--- src/rtl/seg7_pkg.sv ---
// Shared constants for the 7-segment scan driver.
// Segment patterns are active-low, bit order {g,f,e,d,c,b,a}.
package seg7_pkg;

    localparam logic [6:0] SEG_0     = 7'h40;
    localparam logic [6:0] SEG_1     = 7'h79;
    localparam logic [6:0] SEG_2     = 7'h24;
    localparam logic [6:0] SEG_3     = 7'h30;
    localparam logic [6:0] SEG_4     = 7'h19;
    localparam logic [6:0] SEG_5     = 7'h12;
    localparam logic [6:0] SEG_6     = 7'h02;
    localparam logic [6:0] SEG_7     = 7'h78;
    localparam logic [6:0] SEG_8     = 7'h00;
    localparam logic [6:0] SEG_9     = 7'h10;
    localparam logic [6:0] SEG_A     = 7'h08;
    localparam logic [6:0] SEG_B     = 7'h03;
    localparam logic [6:0] SEG_C     = 7'h46;
    localparam logic [6:0] SEG_D     = 7'h21;
    localparam logic [6:0] SEG_E     = 7'h06;
    localparam logic [6:0] SEG_F     = 7'h0E;

    localparam logic [6:0] SEG_BLANK = 7'h7F;
    localparam logic [3:0] AN_OFF    = 4'hF;

endpackage

--- src/rtl/seg7_decoder.sv ---
// Combinational hex nibble to 7-segment pattern decode.
//   nibble : 4-bit value 0..15
//   seg    : active-low segments {g,f,e,d,c,b,a}; 10..15 show A,b,C,d,E,F
module seg7_decoder
    import seg7_pkg::*;
(
    input  logic [3:0] nibble,
    output logic [6:0] seg
);

    always_comb begin
        seg = SEG_F;
        case (nibble)
            4'h0: seg = SEG_0;
            4'h1: seg = SEG_1;
            4'h2: seg = SEG_2;
            4'h3: seg = SEG_3;
            4'h4: seg = SEG_4;
            4'h5: seg = SEG_5;
            4'h6: seg = SEG_6;
            4'h7: seg = SEG_7;
            4'h8: seg = SEG_8;
            4'h9: seg = SEG_9;
            4'hA: seg = SEG_A;
            4'hB: seg = SEG_B;
            4'hC: seg = SEG_C;
            4'hD: seg = SEG_D;
            4'hE: seg = SEG_E;
            default: seg = SEG_F;
        endcase
    end

endmodule

--- src/rtl/seg7_scan_driver.sv ---
// Four-digit multiplexed 7-segment driver.
// Each digit owns a slot of DIGIT_CYCLES clocks; the first GUARD clocks of a
// slot keep all anodes off to avoid ghosting. Display data is taken from
// shadow registers loaded once per frame so a digit never changes mid-frame.
//   clk, rst    : clock, synchronous active-high reset
//   value       : four nibbles, [3:0] is the rightmost digit
//   dp_en       : decimal point enable per digit
//   blank_lz    : leading-zero blanking enable
//   enable      : display enable; scanning holds while low
//   an/seg/dp   : registered active-low anode, segment and decimal point
//   frame_done  : single-cycle pulse on the cycle the shadows are loaded
module seg7_scan_driver
    import seg7_pkg::*;
#(
    parameter int CLK_FPGA   = 100000000,
    parameter int REFRESH_HZ = 1000,
    parameter int GUARD      = 16
)
(
    input  logic        clk,
    input  logic        rst,
    input  logic [15:0] value,
    input  logic [3:0]  dp_en,
    input  logic        blank_lz,
    input  logic        enable,
    output logic [3:0]  an,
    output logic [6:0]  seg,
    output logic        dp,
    output logic        frame_done
);

    localparam int DIGIT_CYCLES = CLK_FPGA / (4 * REFRESH_HZ);
    localparam int CW = $clog2(DIGIT_CYCLES + 1);
    localparam logic [CW-1:0] SLOT_LAST  = CW'(DIGIT_CYCLES - 1);
    localparam logic [CW-1:0] SLOT_GUARD = CW'(GUARD);

    if (DIGIT_CYCLES < GUARD + 2) begin : g_param_check
        $error("seg7_scan_driver: DIGIT_CYCLES must be at least GUARD+2");
    end

    logic [CW-1:0] slot_cnt;
    logic [1:0]    digit_idx;
    logic [15:0]   value_s;
    logic [3:0]    dp_en_s;
    logic          blank_lz_s;

    logic          slot_last;
    logic          capture;
    logic [3:0]    nibble;
    logic          lead_zero;
    logic          blank;
    logic [6:0]    seg_dec;

    assign slot_last  = (slot_cnt == SLOT_LAST);
    assign capture    = enable && slot_last && (digit_idx == 2'd3);
    // Reset wins over a capture landing on the same edge.
    assign frame_done = capture && !rst;

    always_ff @(posedge clk) begin
        if (rst) begin
            slot_cnt   <= '0;
            digit_idx  <= 2'd0;
            value_s    <= 16'h0000;
            dp_en_s    <= 4'h0;
            blank_lz_s <= 1'b0;
        end else if (enable) begin
            if (slot_last) begin
                slot_cnt  <= '0;
                digit_idx <= digit_idx + 2'd1;
            end else begin
                slot_cnt  <= slot_cnt + 1'b1;
            end
            if (capture) begin
                value_s    <= value;
                dp_en_s    <= dp_en;
                blank_lz_s <= blank_lz;
            end
        end
    end

    // A digit is a leading zero when it and every higher nibble are zero;
    // the rightmost digit is always shown.
    always_comb begin
        nibble    = value_s[3:0];
        lead_zero = 1'b0;
        case (digit_idx)
            2'd3: begin
                nibble    = value_s[15:12];
                lead_zero = (value_s[15:12] == 4'h0);
            end
            2'd2: begin
                nibble    = value_s[11:8];
                lead_zero = (value_s[15:8] == 8'h00);
            end
            2'd1: begin
                nibble    = value_s[7:4];
                lead_zero = (value_s[15:4] == 12'h000);
            end
            default: begin
                nibble    = value_s[3:0];
                lead_zero = 1'b0;
            end
        endcase
    end

    assign blank = blank_lz_s && lead_zero;

    seg7_decoder u_decoder (
        .nibble (nibble),
        .seg    (seg_dec)
    );

    always_ff @(posedge clk) begin
        if (rst || !enable) begin
            an  <= AN_OFF;
            seg <= SEG_BLANK;
            dp  <= 1'b1;
        end else begin
            an  <= (slot_cnt < SLOT_GUARD) ? AN_OFF : ~(4'b0001 << digit_idx);
            seg <= blank ? SEG_BLANK : seg_dec;
            dp  <= ~(dp_en_s[digit_idx] & ~blank);
        end
    end

endmodule

--- config.mk ---
export PLATFORM = sky130hd
export DESIGN_NAME = seg7_scan_driver
export DESIGN_NICKNAME = d
export VERILOG_FILES = /design/src/rtl/seg7_pkg.sv /design/src/rtl/seg7_decoder.sv /design/src/rtl/seg7_scan_driver.sv
export SDC_FILE = /design/constraint.sdc
export NUM_CORES = 1
export LEC_CHECK = 0
export ABC_AREA = 1
export CAP_MARGIN = 15
export CORE_UTILIZATION = 49
export CTS_CLUSTER_DIAMETER = 150
export DETAILED_ROUTE_END_ITERATION = 6
export HOLD_SLACK_MARGIN = 0.03
export MAX_ROUTING_LAYER = met4
export PLACE_DENSITY = 0.83
export SYNTH_ARGS = -nofsm -noshare
export SYNTH_HDL_FRONTEND = slang
export SYNTH_SLANG_ARGS = --single-unit
--- constraint.sdc ---
create_clock -name clk -period 1.83 [get_ports clk]
set_input_delay 0.2745 -clock clk [delete_from_list [all_inputs] [get_ports clk]]
set_output_delay 0.2745 -clock clk [all_outputs]
set_load 0.005 [all_outputs]
---- Word-level counts from Yosys, hierarchy flattened ----
Memory sizes are Yosys's and may differ from the RTL's. A register that Yosys moved wholly into a read port is not among the register bits.
Index checks and enable logic that the tools add are counted.
word-level totals
  input bits .............................. 24
  memories ................................ 1
  output and inout port bits .............. 13
  ROM bits ................................ 112
  word-level logic and storage cells ...... 40
  register bits ........................... 43
cells by class
  magnitude comparators ................... 2
  reduce and logical (&&, ||, !) cells .... 14
  $add $sub $neg .......................... 2
  bitwise logic cells ..................... 4
  shift-type cells ........................ 1
  eq/ne operators ......................... 4
  multiplexer cells ....................... 5
memories
  memory            depth  width  read ports  clocked after Yosys merged registers in  write ports  line                text
  (name not given)  16     7      1           1                                        0            seg7_decoder.sv:13  case (nibble)
operator list
  kind                   number
  $add 15x1->15 const B  1
  $eq 15x15->1 const B   1
  $lt 15x5->1 const B    1
  $mux 15                1
  $logic_not 12->1       1
  $pmux 4 s3             1
  $logic_not 8->1        1
  $eq 2x2->1 const B     2
  $logic_and 1x1->1      4
  $logic_not 4->1        1
  $not 4->4              1
  $reduce_and 2->1       2
  $reduce_or 2->1        2
  $shl 1x2->4 const A    1
  $lt 2x3->1 const B     1
  $pmux 1 s3             1
  $add 2x1->2 const B    1
  $bmux 1 s2             1
  $eq 2x1->1 const B     1
  $logic_not 1->1        2
  $not 1->1              2
  $and 1x1->1            1
  $logic_or 1x1->1       1
  $mux 1                 1

---- Longest topological paths before layout ----
  depth after elaboration ................. 6
  depth in mapped cells ................... 13
  depth with buffers taken out ............ 13

---- By module ----
Synthesis repeated with hierarchy kept, for this count alone.
second synthesis, totals
  cell total of the unflattened synthesis .. 395
  area, all modules ....................... 2580.0 sq um
modules (own cells, without submodules)
  module            times used  area an instance (sq um)  cells an instance  sequential area each (sq um)
  seg7_scan_driver  1           2306.0                    346                1001.0
  seg7_decoder      1           274.0                     49                 0.0

---- Worst setup path before layout ----
No wires, ideal clock.
  path type ............................... flip-flop to flip-flop
  start ................................... register digit_idx[0]
  end ..................................... register seg[0]
  data arrival time ....................... 1.888 ns
  cell stages (with the launch flop) ...... 14
  clock period less this slack ............ 2.012 ns
  buffers on the path ..................... 0
  data required time ...................... 1.706 ns
  setup time .............................. 0.124 ns
  path slack .............................. -0.182 ns
  path through ............................ dfxtp_1 inv_1 ha_1 inv_1 nand2_1 o21ai_1 inv_1 ha_1 inv_1 nand3_1 nand3_1 nand2_1 inv_1 nand2_1
between the ends
  word-level cells in the longest chain between the ends .. 4
  elaborated cells between the ends (all ways) .. 7
  classes of those cells .................. 3 x eq/ne; 2 x mux; 2 x reduce/logical
RTL lines
  what                                      line                     text
  start: declaration                        seg7_scan_driver.sv:42   logic [1:0] digit_idx;
  start signal: assignment                  seg7_scan_driver.sv:69   digit_idx <= digit_idx + 2'd1;
  $eq 2x1->1 or $eq 2x2->1 (tied branches)  seg7_scan_driver.sv:86   case (digit_idx)
  $pmux 1 s3                                seg7_scan_driver.sv:86
  $logic_and 1x1->1                         seg7_scan_driver.sv:106  assign blank = blank_lz_s && lead_zero;
  $reduce_or 2->1 (no line)                 --
  end: declaration                          seg7_scan_driver.sv:27   output logic [6:0] seg,
Parallel ways exist; a longest one is shown, timed or not.
A chain may end at the register's enable or synchronous reset.

---- Final worst setup path ----
  start ................................... register slot_cnt[1]
  end ..................................... output port frame_done
between the ends
  word-level cells in the longest chain between the ends .. 4
RTL lines
  what                             line                    text
  start: declaration               seg7_scan_driver.sv:41  logic [CW-1:0] slot_cnt;
  start signal: assignment         seg7_scan_driver.sv:71  slot_cnt <= slot_cnt + 1'b1;
  $eq 15x15->1                     seg7_scan_driver.sv:54  assign slot_last = (slot_cnt == SLOT_LAST);
  $logic_and 1x1->1 (2 in series)  seg7_scan_driver.sv:55  assign capture = enable && slot_last && (digit_idx == 2'd3);
  $logic_and 1x1->1                seg7_scan_driver.sv:57  assign frame_done = capture && !rst;
  end: declaration                 seg7_scan_driver.sv:29  output logic frame_done
Every way passes these cells.

==> results.json <==
{
  "status": "finished, final reports clean",
  "wirelength_um": 6860,
  "hold_violations": 0,
  "syn_to_final_growth_pct": 39.6,
  "die_w_um": 74.8,
  "via_per_inst": 4.97,
  "hold_path.class": "reg -> reg",
  "final_cell_mix": "nand2_1, nor2_1, inv_1, dfxtp_1, buf_4",
  "syn_area_um2": 2600,
  "hold-worst-slack_ps": 519,
  "drtPass1Iterations": 5,
  "cp_top_family": "simple AND/OR/NAND/NOR gates",
  "rsz0062_at_grt": "true",
  "crit_buf_inv": 1,
  "startpoint_type": "register",
  "ios": 37,
  "cts-root-buf": "clkbuf_8",
  "slew_headroom_pct": 73.3,
  "p_per_area_nw_per_um2": 541,
  "grt_max_degree": 43,
  "min_period_over_period_pct": 97.6,
  "syn_inst": 401,
  "ys_ff_latch": 50,
  "antenna_found_initial": 0,
  "clockBufferDepth": 2,
  "fin_nets": 515,
  "crit_chain": "ha_4 -> nand2_4 -> nor2_4 -> nand3_2 -> nor2_4 -> nand2_4 -> nor2_2 -> buf_2",
  "yosys_warnings": 0,
  "vias": 2740,
  "path_max_fanout": 2,
  "power.leakage_nw": 1.77,
  "clock_latency_ps": 320,
  "syn_avg_cell_area_um2": 6.48,
  "critPathSlowestCell": "dfxtp_2",
  "syn_nets": 436,
  "cts_made_buffers": 5,
  "antenna_cells": 0,
  "critPathKind": "reg -> out",
  "drive_gt1_share_pct": 20.2,
  "rows": 26,
  "fin_worst_skew_ps": 13.0,
  "ys_types": 31,
  "layout_commonest_cell": "nand2_1",
  "setup_viol": 0,
  "drtIter0Drc": 154,
  "dp_slack_ps": -254,
  "slew_violations": 0,
  "wl_per_cell_um": 12.5,
  "gp_congestion": 0.899,
  "period_needed_ps": 1790,
  "start_util_pct": 50.9,
  "worstPathArrival_ps": 1510,
  "grt_pass1_vias": 2422,
  "fill_cells": 415,
  "grt_usage_pct": 25.0,
  "cap_violations": 0,
  "clock-sinks": 50,
  "dieHeight_um": 74.8,
  "tightest_slew_ps": 400,
  "drc": 0,
  "fin_ws_ps": 43.7,
  "crit_required_ps": 1560,
  "coreArea_um2": 5110,
  "slowest_delay_ps": 370,
  "htreeDepth": 2,
  "gr-total-overflow": 0,
  "dp_hpwl_um": 4490,
  "clk_pin_slew_ps": 90,
  "port_buffers": 36,
  "vdd_drop_max_v": 0.000276,
  "max_freq_mhz": 560,
  "end_kind": "output port",
  "dieArea_um2": 5600,
  "grt_first_pass_wirelength_um": 10300,
  "detail-route-antenna-nets": 0,
  "cts_tree": "done",
  "ys_seq_area_share_pct": 38.5
}
==> layer usage <==
layer / vias to the layer above / wire (µm) / GRT usage (%)
li1: 1382 / - / -
met1: 1248 / 3060 / 30.3
met2: 89 / 3300 / 39.1
met3: 21 / 354 / 6.43
met4: 0 / 150 / 10.9
met5: - / 0 / -
==> kinds of logic after synthesis <==
group | share of synthesized area, %
simple gates | 39.9
fa+ha+maj | 5.30
buf+inv | 10.4
xor+xnor | 0.337
flops | 38.5
compound gates | 5.63
==> state kept, by name (all words and copies together), names as in the netlist <==
name and count:
dp 1, seg 7, slot_cnt 15, blank_lz_s 1, value_s 16, dp_en_s 4, digit_idx 2, an 4
==> worst min-delay path: cells and delay by family, from the launching register on <==
kind	cells	cell delay, ps
AOI/OAI and AO/OA	1	60
DFF	1	340
and+or+nand+nor	1	80
==> final timing paths <==
kind,startpoint,to,slack (ps),cells past startpoint
hold / removal,slot_cnt[10]$_SDFFE_PP0P_,slot_cnt[10]$_SDFFE_PP0P_,520,2
setup reg to reg,digit_idx[0]$_SDFFE_PP0N_,seg[3]$_SDFF_PP1_,50,12
setup / recovery,slot_cnt[1]$_SDFFE_PP0P_,frame_done,40,8
hold reg to reg,slot_cnt[10]$_SDFFE_PP0P_,slot_cnt[10]$_SDFFE_PP0P_,520,2
==> power by group <==
part | internal, W | switching, W | total, W | leakage [nW]
logic | 0.0000821 | 0.0000480 | 0.000130 | 1.31
registers | 0.00110 | 0.00000557 | 0.00110 | 0.407
clock network | 0.000347 | 0.000382 | 0.000729 | 0.0544
==> cell usage after synthesis, drive strengths merged <==
master	n	area [µm²]
nor3b	1	7.51
a21oi	10	50.1
nor4	1	6.26
o21bai	2	15.0
nand2	128	493
a31oi	2	12.5
inv	59	221
nor3	11	55.1
nand3	23	120
ha	11	138
buf	7	47.5
a21boi	1	11.3
nand4	7	50.1
dfxtp	50	1000
or2	2	12.5
o21ai	8	43.8
o21a	1	7.51
o22ai	1	6.26
xnor2	1	8.76
nor2	75	292
==> per-stage QoR <==
stage / std cells / util [%] / TNS, ps / total power, W / instance area [µm²]
after floorplan: 401 / - / 0 / 0.00116 / 2610
after global placement: 539 / 64.6 / -244 / 0.00125 / 3300
after detailed placement: 539 / 64.6 / -283 / 0.00125 / 3300
after CTS: 548 / 67.2 / 0 / 0.00197 / 3430
after global routing: 551 / 71.0 / -94.1 / 0.00203 / 3630
final: 551 / 71.0 / 0 / 0.00196 / 3630
==> what timing repair did <==
| item | CTS | global route |
|---|---|---|
| gates resized for setup | 12 | 39 |
| setup buffers | 1 | 4 |
| setup endpoints to repair | 4 | 8 |
| pin swaps | 2 | 11 |
| hold buffers | 0 | 0 |
==> area by class of cell <==
cell class	instances	area (µm²)	area share, %
multi-input cells	285	1510	41.7
flip-flops and latches	50	1010	27.9
repair buffers	79	682	18.8
inverters	59	229	6.31
clock buffers	7	96.3	2.66
well taps	70	87.6	2.41
clock inverters	1	8.76	0.241
Power figures use the tool's default switching activity.
